`config.mk`:
```
export PLATFORM = sky130hd
export DESIGN_NAME = stack_unit_flat
export DESIGN_NICKNAME = d
export VERILOG_FILES = /design/src/rtl/stack_unit_if.sv /design/src/rtl/stack_unit.sv /design/src/flat_wrapper.sv
export SDC_FILE = /design/constraint.sdc
export NUM_CORES = 1
export LEC_CHECK = 0
export ABC_AREA = 1
export CAP_MARGIN = 5
export CORE_ASPECT_RATIO = 1.5
export CORE_UTILIZATION = 25
export DETAILED_ROUTE_END_ITERATION = 8
export HOLD_SLACK_MARGIN = 0.08
export PLACE_DENSITY = 0.51
export SLEW_MARGIN = 0
export SYNTH_ARGS = -nofsm -noshare
export SYNTH_HDL_FRONTEND = slang
export SYNTH_SLANG_ARGS = --single-unit
```
`constraint.sdc`:
```
create_clock -name clk -period 3.7 [get_ports clk]
set_input_delay 0.74 -clock clk [delete_from_list [all_inputs] [get_ports clk]]
set_output_delay 0.74 -clock clk [all_outputs]
set_load 0.05 [all_outputs]
```
`src/rtl/stack_unit_if.sv`:
```
// Handshake and status bundle between the CPU control FSM and the operand stack.
interface stack_unit_if #(
  parameter int DATA_W = 8,
  parameter int PTR_W  = 4
);
  logic              push;
  logic              pop;
  logic [DATA_W-1:0] data_in;
  logic              clr_err;
  logic [DATA_W-1:0] tos;
  logic [DATA_W-1:0] nos;
  logic [DATA_W-1:0] pop_data;
  logic              pop_valid;
  logic [PTR_W:0]    count;
  logic              empty;
  logic              full;
  logic              overflow;
  logic              underflow;

  modport master (
    output push, pop, data_in, clr_err,
    input  tos, nos, pop_data, pop_valid, count, empty, full, overflow, underflow
  );

  modport slave (
    input  push, pop, data_in, clr_err,
    output tos, nos, pop_data, pop_valid, count, empty, full, overflow, underflow
  );
endinterface

```
`src/rtl/stack_unit.sv`:
```
// LIFO operand stack with cached top/next-on-stack registers and sticky error flags.
module stack_unit #(
  parameter int DATA_W = 8,
  parameter int DEPTH  = 16,
  parameter int PTR_W  = 4
) (
  input  logic         clk,
  input  logic         reset,
  stack_unit_if.slave  bus
);
  typedef enum logic [2:0] {
    OP_IDLE,
    OP_PUSH,
    OP_PUSH_FULL,
    OP_POP,
    OP_POP_EMPTY,
    OP_REPLACE,
    OP_REPLACE_EMPTY
  } op_e;

  localparam logic [PTR_W:0] CNT_DEPTH = (PTR_W+1)'(DEPTH);

  logic [DATA_W-1:0] mem [DEPTH];

  logic [PTR_W:0]    count_q, count_d;
  logic [DATA_W-1:0] tos_q, tos_d, nos_q, nos_d, pop_data_q, pop_data_d;
  logic              pop_valid_q, pop_valid_d;
  logic              ovf_q, udf_q, ovf_set, udf_set;
  logic              empty_q, full_q;
  logic              wr_en;
  logic [PTR_W-1:0]  wr_idx, top_idx, third_idx;
  op_e               op;

  assign top_idx   = count_q[PTR_W-1:0] - PTR_W'(1);
  assign third_idx = count_q[PTR_W-1:0] - PTR_W'(3);

  always_comb begin
    op = OP_IDLE;
    if (bus.push && !bus.pop)
      op = (count_q == CNT_DEPTH) ? OP_PUSH_FULL : OP_PUSH;
    else if (!bus.push && bus.pop)
      op = (count_q == '0) ? OP_POP_EMPTY : OP_POP;
    else if (bus.push && bus.pop)
      op = (count_q == '0) ? OP_REPLACE_EMPTY : OP_REPLACE;
  end

  always_comb begin
    count_d     = count_q;
    tos_d       = tos_q;
    nos_d       = nos_q;
    pop_data_d  = pop_data_q;
    pop_valid_d = 1'b0;
    wr_en       = 1'b0;
    wr_idx      = count_q[PTR_W-1:0];
    ovf_set     = 1'b0;
    udf_set     = 1'b0;
    case (op)
      OP_PUSH, OP_REPLACE_EMPTY: begin
        wr_en   = 1'b1;
        count_d = count_q + (PTR_W+1)'(1);
        tos_d   = bus.data_in;
        nos_d   = tos_q;
        udf_set = (op == OP_REPLACE_EMPTY);
      end
      OP_PUSH_FULL: ovf_set = 1'b1;
      OP_POP: begin
        pop_data_d  = tos_q;
        pop_valid_d = 1'b1;
        count_d     = count_q - (PTR_W+1)'(1);
        tos_d       = nos_q;
        // The new nos lives two slots below the old top in storage.
        nos_d       = (count_q >= (PTR_W+1)'(3)) ? mem[third_idx] : '0;
      end
      OP_POP_EMPTY: udf_set = 1'b1;
      OP_REPLACE: begin
        wr_en       = 1'b1;
        wr_idx      = top_idx;
        pop_data_d  = tos_q;
        pop_valid_d = 1'b1;
        tos_d       = bus.data_in;
      end
      default: ;
    endcase
  end

  always_ff @(posedge clk) begin
    if (!reset && wr_en)
      mem[wr_idx] <= bus.data_in;
  end

  // empty/full are taken from the next count so they stay direct flop outputs.
  always_ff @(posedge clk) begin
    if (reset) begin
      count_q     <= '0;
      tos_q       <= '0;
      nos_q       <= '0;
      pop_data_q  <= '0;
      pop_valid_q <= 1'b0;
      ovf_q       <= 1'b0;
      udf_q       <= 1'b0;
      empty_q     <= 1'b1;
      full_q      <= 1'b0;
    end else begin
      count_q     <= count_d;
      tos_q       <= tos_d;
      nos_q       <= nos_d;
      pop_data_q  <= pop_data_d;
      pop_valid_q <= pop_valid_d;
      ovf_q       <= (ovf_q && !bus.clr_err) || ovf_set;
      udf_q       <= (udf_q && !bus.clr_err) || udf_set;
      empty_q     <= (count_d == '0);
      full_q      <= (count_d == CNT_DEPTH);
    end
  end

  assign bus.count     = count_q;
  assign bus.tos       = tos_q;
  assign bus.nos       = nos_q;
  assign bus.pop_data  = pop_data_q;
  assign bus.pop_valid = pop_valid_q;
  assign bus.overflow  = ovf_q;
  assign bus.underflow = udf_q;
  assign bus.empty     = empty_q;
  assign bus.full      = full_q;
endmodule

```
`src/flat_wrapper.sv`:
```
// flat-port wrapper written by rule: the top's interface ports become plain ports
module stack_unit_flat 
#(
  parameter int DATA_W = 8,
  parameter int DEPTH  = 16,
  parameter int PTR_W  = 4
)
  (clk, reset, bus_push, bus_pop, bus_data_in, bus_clr_err, bus_tos, bus_nos, bus_pop_data, bus_pop_valid, bus_count, bus_empty, bus_full, bus_overflow, bus_underflow);
  stack_unit_if #(.DATA_W(DATA_W), .PTR_W(PTR_W)) bus_i ();
  input  logic clk;
  input  logic reset;
  input wire logic [$bits(bus_i.push)-1:0] bus_push;
  input wire logic [$bits(bus_i.pop)-1:0] bus_pop;
  input wire logic [$bits(bus_i.data_in)-1:0] bus_data_in;
  input wire logic [$bits(bus_i.clr_err)-1:0] bus_clr_err;
  output wire logic [$bits(bus_i.tos)-1:0] bus_tos;
  output wire logic [$bits(bus_i.nos)-1:0] bus_nos;
  output wire logic [$bits(bus_i.pop_data)-1:0] bus_pop_data;
  output wire logic [$bits(bus_i.pop_valid)-1:0] bus_pop_valid;
  output wire logic [$bits(bus_i.count)-1:0] bus_count;
  output wire logic [$bits(bus_i.empty)-1:0] bus_empty;
  output wire logic [$bits(bus_i.full)-1:0] bus_full;
  output wire logic [$bits(bus_i.overflow)-1:0] bus_overflow;
  output wire logic [$bits(bus_i.underflow)-1:0] bus_underflow;
  assign bus_i.push = bus_push;
  assign bus_i.pop = bus_pop;
  assign bus_i.data_in = bus_data_in;
  assign bus_i.clr_err = bus_clr_err;
  assign bus_tos = bus_i.tos;
  assign bus_nos = bus_i.nos;
  assign bus_pop_data = bus_i.pop_data;
  assign bus_pop_valid = bus_i.pop_valid;
  assign bus_count = bus_i.count;
  assign bus_empty = bus_i.empty;
  assign bus_full = bus_i.full;
  assign bus_overflow = bus_i.overflow;
  assign bus_underflow = bus_i.underflow;
  stack_unit #(.DATA_W(DATA_W), .DEPTH(DEPTH), .PTR_W(PTR_W)) u_core (.clk(clk), .reset(reset), .bus(bus_i));
endmodule
```
After elaboration in Yosys (flattened, before gate mapping)
Memory sizes are Yosys's and may differ from the RTL's.
Cells that the tools add are included.
- divide/modulo/power cells: 0
- $mul: 0
- equality and inequality tests: 8
- order comparisons: 1
- reduce and logical (&&, ||, !) cells: 19
- multiplexer cells: 17
- bitwise logic cells: 0
- shift operators: 0
- $add $sub $neg: 4
- operators by type and width (cell ; count):
    $pmux 8 s2 ; 2
    $mux 3 ; 4
    $eq 5x5->1 const B ; 2
    $logic_not 5->1 ; 2
    $pmux 5 s2 ; 1
    $eq 3x3->1 const B ; 3
    $mux 8 ; 1
    $eq 3x2->1 const B ; 2
    $logic_and 1x1->1 ; 6
    $add 5x1->5 const B ; 1
    $ge 5x2->1 const B ; 1
    $mux 1 ; 5
    $sub 5x1->5 const B ; 1
    $logic_not 1->1 ; 4
    $mux 2 ; 2
    $mux 4 ; 1
    $reduce_bool 2->1 ; 2
    $reduce_or 2->1 ; 2
    $sub 4x1->4 const B ; 1
    $sub 4x2->4 const B ; 1
    $eq 3x1->1 const B ; 1
    $reduce_or 3->1 ; 1
    $logic_or 1x1->1 ; 2
    $pmux 1 s2 ; 1
- memory bits (read-only): 0
- output and inout port bits: 34
- memories: 1
- bits in writable memories: 128
- flip-flop bits (word level): 34
- bits in latches: 0
- word-level logic and storage cells: 59
- memory list (name ; depth ; width ; rd ports ; clocked after Yosys merged registers in ; write ports ; line ; source):
    u_core.mem ; 16 ; 8 ; 1 ; 0 ; 1 ; stack_unit.sv:23 ; logic [DATA_W-1:0] mem [DEPTH];

Longest topological paths before layout
- word-level depth: 11
- depth in mapped cells: 21
- mapped depth without buffers: 17

Worst setup path after synthesis
No wires, ideal clock.
- path type: register to register
- from: register u_core.count_q[0], in the netlist u_core.bus.count[0]
- to: register u_core.empty_q, in the netlist u_core.bus.empty
- arrival: 3.086 ns
- setup slack: 0.492 ns
- stages on the path, launching flop included: 21
- cell sequence: dfxtp_1 -> buf_2 -> inv_1 -> buf_4 -> buf_2 -> ha_1 -> nand3_4 -> nand2_4 -> clkbuf_2 -> inv_1 -> ha_1 -> nand2_1 -> nand2_1 -> a21oi_1 -> nand2_1 -> nand2_1 -> nand2_1 -> nand2_1 -> inv_1 -> nand3_1 -> nand2_1
- word-level cells in the longest chain between the ends: 9
- elaborated cells between the ends (all ways): 16
- ends and longest elaborated chain (item ; line ; source):
    start, declared ; stack_unit.sv:25 ; logic [PTR_W:0] count_q, count_d;
    start signal, assigned ; stack_unit.sv:104 ; count_q <= count_d;
    $logic_not 5->1 ; stack_unit.sv:42, stack_unit.sv:44 ;
    $mux 2 ; stack_unit.sv:44 ; op = (count_q == '0) ? OP_REPLACE_EMPTY : OP_REPLACE;
    $mux 3 ; stack_unit.sv:43 ; else if (bus.push && bus.pop)
    $mux 3 ; stack_unit.sv:41 ; else if (!bus.push && bus.pop)
    $mux 3 ; stack_unit.sv:39 ; if (bus.push && !bus.pop)
    $eq 3x1->1 / $eq 3x3->1 (equally long branches) ; stack_unit.sv:57 ; case (op)
    $reduce_or 2->1 ; - ;
    $pmux 5 s2 (*) ; stack_unit.sv:57 ;
    $logic_not 5->1 (*) ; stack_unit.sv:111 ; empty_q <= (count_d == '0);
    end signal, assigned ; stack_unit.sv:111 ;
    end, declared ; stack_unit.sv:29 ; logic empty_q, full_q;
Mark *: on every way between the ends. The rest lies on a longest branch, timed or not.
A chain may end at the register's enable or synchronous reset.

Final worst setup path
- from: register u_core.count_q[0], in the netlist u_core.bus.count[0]
- to: output port bus_count[0]
- RTL lines (item ; line ; source):
    end, declared ; flat_wrapper.sv:20 ; output wire logic [$bits(bus_i.count)-1:0] bus_count;
No word-level cell between the ends.

==> Flow_metrics.wiki <==
{| class="wikitable"
! Metric !! Value
|-
| Initial antenna violation count || 0
|-
| Mapped Cells || 662
|-
| Total wire length after detailed routing || roughly 18 mm
|-
| Max-capacitance violation count || 0
|-
| Floorplan core area || 27300 sq um
|-
| Effective utilization at floorplan || between 20% and 30%
|-
| VDD IR-drop max || approximately 0.36 mV
|-
| Largest fanout of any net on the critical path || 36
|-
| Row cnt || 74
|-
| Clock Tree Root || sky130_fd_sc_hd__clkbuf_16
|-
| Die outline area || approximately 28000 sq um
|-
| TritonCTS Sinks || 162
|-
| Post-route ant nets || 0
|-
| Area of the mapped netlist || 6950 sq um
|-
| Max Fclk || about 360 MHz
|-
| Compound-cell area share of the yosys netlist || 5.24%
|-
| Avg WL per Cell || between 15 and 20 microns
|-
| Total chip power || approximately 6.5 mW
|-
| HP Start || u_core.bus.underflow
|-
| Via count of the first global-routing pass || 4896
|-
| Placed cell area || approximately 7900 sq um
|-
| DRC Markers || 18
|-
| Clock-pin slew on the worst setup and hold paths || 60 ps
|-
| Bufs on Longest Clock Path || 2
|-
| Number of port buffers || 46
|-
| WP data required || 2960 ps
|-
| Global router's overall resource usage || 13.6%
|-
| Clk Latency, worst-skew pair || 430 ps
|-
| Worst Setup Start Kind || register
|-
| Crit path DAT || around 2000 ps
|-
| Pwr/cell area || 772 nW/um^2
|-
| Fraction of synthesized cell area in xor and xnor cells || less than 1%
|-
| Syn Nets || 682
|-
| Tightest Pin Transition || 833 ps
|-
| Die W || 138 microns
|-
| Synth Area in Adders || 1.37%
|-
| Overflow after GRT || 0
|-
| Worst setup startpoint || u_core.bus.count[0]
|-
| TritonCTS buffer count || 17
|-
| Most common cell after layout, fill and taps aside || sky130_fd_sc_hd__nand2_1
|-
| Class of the tightest hold or removal check || register to register
|-
| Count of routing violations after the opening detailed-route iteration || 357
|-
| Number of max-slew violations in the final report || 0
|-
| Combinational family with the most area after synthesis || simple AND/OR/NAND/NOR gates
|-
| Mean instance size in the synthesized netlist || between 10 and 15 sq um
|-
| CTS tree || built
|-
| Number of H-tree levels || 4
|-
| RSZ-0062 raised after global routing || no
|-
| Post-CTS setup-driven buffer insertion count || 0
|-
| Resize count post-CTS || 0
|-
| Hold buffer count at cts || 0
|-
| Hold Violations, Final || 0
|-
| Post-route clock period utilization || 75.1%
|-
| Area share of and/or/nand/nor cells after synthesis || about a quarter
|-
| #FFs+latches synth || 162
|-
| Number of nets at the end of the flow || 740
|-
| Outcome || finished, violations left
|-
| Relative slew slack || 44.3%
|-
| Crit Reg-Reg Startpoint || u_core.bus.count[1]
|-
| Total non-filler cell area in the finished layout || approximately 8400 sq um
|-
| Kind of end point of the critical path || primary output
|-
| Kind of cell adding the most delay to the critical path || buffers and inverters
|-
| YS warnings || 0
|-
| Largest net degree at the start of global routing || between 60 and 70
|-
| Sequential area share after synthesis || 65.1%
|-
| Distinct cell type count of the synthesized netlist || 30
|-
| Global-route wire length before repair || 28.3 mm
|-
| Cell with the largest stage delay on the worst path || sky130_fd_sc_hd__clkdlybuf4s50_1
|-
| Syn-to-layout area delta || 20.7%
|-
| Layout cell share with drive strength beyond 1 || 9.45%
|-
| ANT cells || 0
|-
| Total via count after detailed routing || 4843
|-
| Commonest cells after routing, fill and taps aside || 161 x sky130_fd_sc_hd__nand2_1, 133 x sky130_fd_sc_hd__nand3_1, 128 x sky130_fd_sc_hd__edfxtp_1
|-
| Ordered cell list for the critical path || buf_4 > clkdlybuf4s50_1
|-
| Final Wtd Congestion || 0.874
|-
| Number of failing setup endpoints in the final timing report || 0
|-
| Number of iterations in the first detailed-routing pass || 9
|-
| Buf+Inv Stages, Crit Path || 2
|-
| Biggest cell delay along the critical path || 880 ps
|-
| Max Clock Skew || 12.0 ps
|-
| Multiplexer fraction of the synthesized cell area || 0%
|-
| Half-perimeter wire length of the detailed placement result || approximately 13 mm
|-
| Vias per Instance || about 4.5
|-
| Number of top-level design ports || 47
|-
| Vertical die dimension || 206 microns
|-
| Violations in the final reports || design-rule violations
|-
| Sum of negative setup slack || 0 ps
|-
| Static leakage power || 3.06 nW
|-
| Fillers || about 2800
|-
| Shortest period the worst path allows || 2780 ps
|-
| Kind of critical path || register to primary output
|}
registers in the layout (all words and copies together) (netlist names):
register and flops:
u_core.bus.underflow 1, u_core.mem 128, u_core.bus.nos 8, u_core.bus.overflow 1
u_core.bus.tos 8, u_core.bus.empty 1, u_core.bus.pop_valid 1, u_core.bus.full 1
u_core.bus.count 5, u_core.bus.pop_data 8
worst register-to-register path, cell delays in order, from the launching register on:
cell and delay, ps:
sky130_fd_sc_hd__dfxtp_1 320, sky130_fd_sc_hd__inv_1 110, sky130_fd_sc_hd__ha_1 390, sky130_fd_sc_hd__nand3_4 140
sky130_fd_sc_hd__nand2_4 190, sky130_fd_sc_hd__inv_1 140, sky130_fd_sc_hd__fa_1 430, sky130_fd_sc_hd__nand2_1 80
sky130_fd_sc_hd__nand2_1 50, sky130_fd_sc_hd__a21oi_1 150, sky130_fd_sc_hd__inv_1 60, sky130_fd_sc_hd__nand2_1 70
sky130_fd_sc_hd__nand3_1 80, sky130_fd_sc_hd__nand2_1 90, sky130_fd_sc_hd__inv_1 40, sky130_fd_sc_hd__nand3_1 50
sky130_fd_sc_hd__nand2_1 50
cell usage after synthesis, drive strengths merged:
master / n / area, sq um
nand2: 168 / 668
nand3: 136 / 711
edfxtp: 128 / 3840
nor2: 55 / 219
o21ai: 41 / 205
dfxtp: 34 / 681
inv: 24 / 90.1
buf: 18 / 116
a21oi: 17 / 96.4
clkbuf: 15 / 57.6
a31oi: 9 / 62.6
ha: 6 / 75.1
xor2: 6 / 60.1
nand4: 3 / 33.8
fa: 1 / 20.0
xnor2: 1 / 8.76
layer usage:
layer	vias up	track usage, %	wire (microns)
met1	2285	14.4	7280
met5	-	0	0
li1	2419	-	-
met3	28	2.48	642
met4	0	7.22	587
met2	111	25.5	9970
kinds of logic after synthesis:
kind of cell / count (synthesis)
and+or+nand+nor: 362
DFF: 162
AOI/OAI and AO/OA: 67
buffers and inverters: 57
xor gates and xnor gates: 7
adders and majority gates: 7
layout make-up:
type / count / area [sq um] / area share (%)
Sequential cell: 162 / 4530 / 54.0
Timing Repair Buffer: 72 / 656 / 7.82
Tap cell: 342 / 428 / 5.10
Inverter: 24 / 90.1 / 1.07
Clock inverter: 9 / 92.6 / 1.10
Multi-Input combinational cell: 443 / 2160 / 25.7
Clock buffer: 20 / 437 / 5.21
through the flow:
stage          setup WS (ps)  instances  hold slack, ps  util, %
2_1_floorplan            492        662             684        -
3_3_place_gp             606       1043             453     28.8
3_5_place_dp             575       1043             452     28.8
4_1_cts                  884       1072             463     30.7
5_1_grt                  781       1072             509     30.7
6_report                 920       1072             462     30.7
worst paths after layout:
path / end / slack (ps) / cells past startpoint
worst max-delay path: bus_count[0] / 920 / 2
worst min-delay path: u_core.bus.underflow / 460 / 2
worst max register to register: u_core.bus.empty / 1140 / 16
worst min register to register: u_core.bus.underflow / 460 / 2
report_power, final:
part | internal (mW) | total [mW] | leakage (nW) | switching, mW
registers | 2.15 | 2.28 | 1.43 | 0.121
logic | 0.750 | 2.57 | 1.37 | 1.82
clock network | 0.968 | 1.63 | 0.256 | 0.660
No activity file was read; power rests on OpenSTA's default activity.
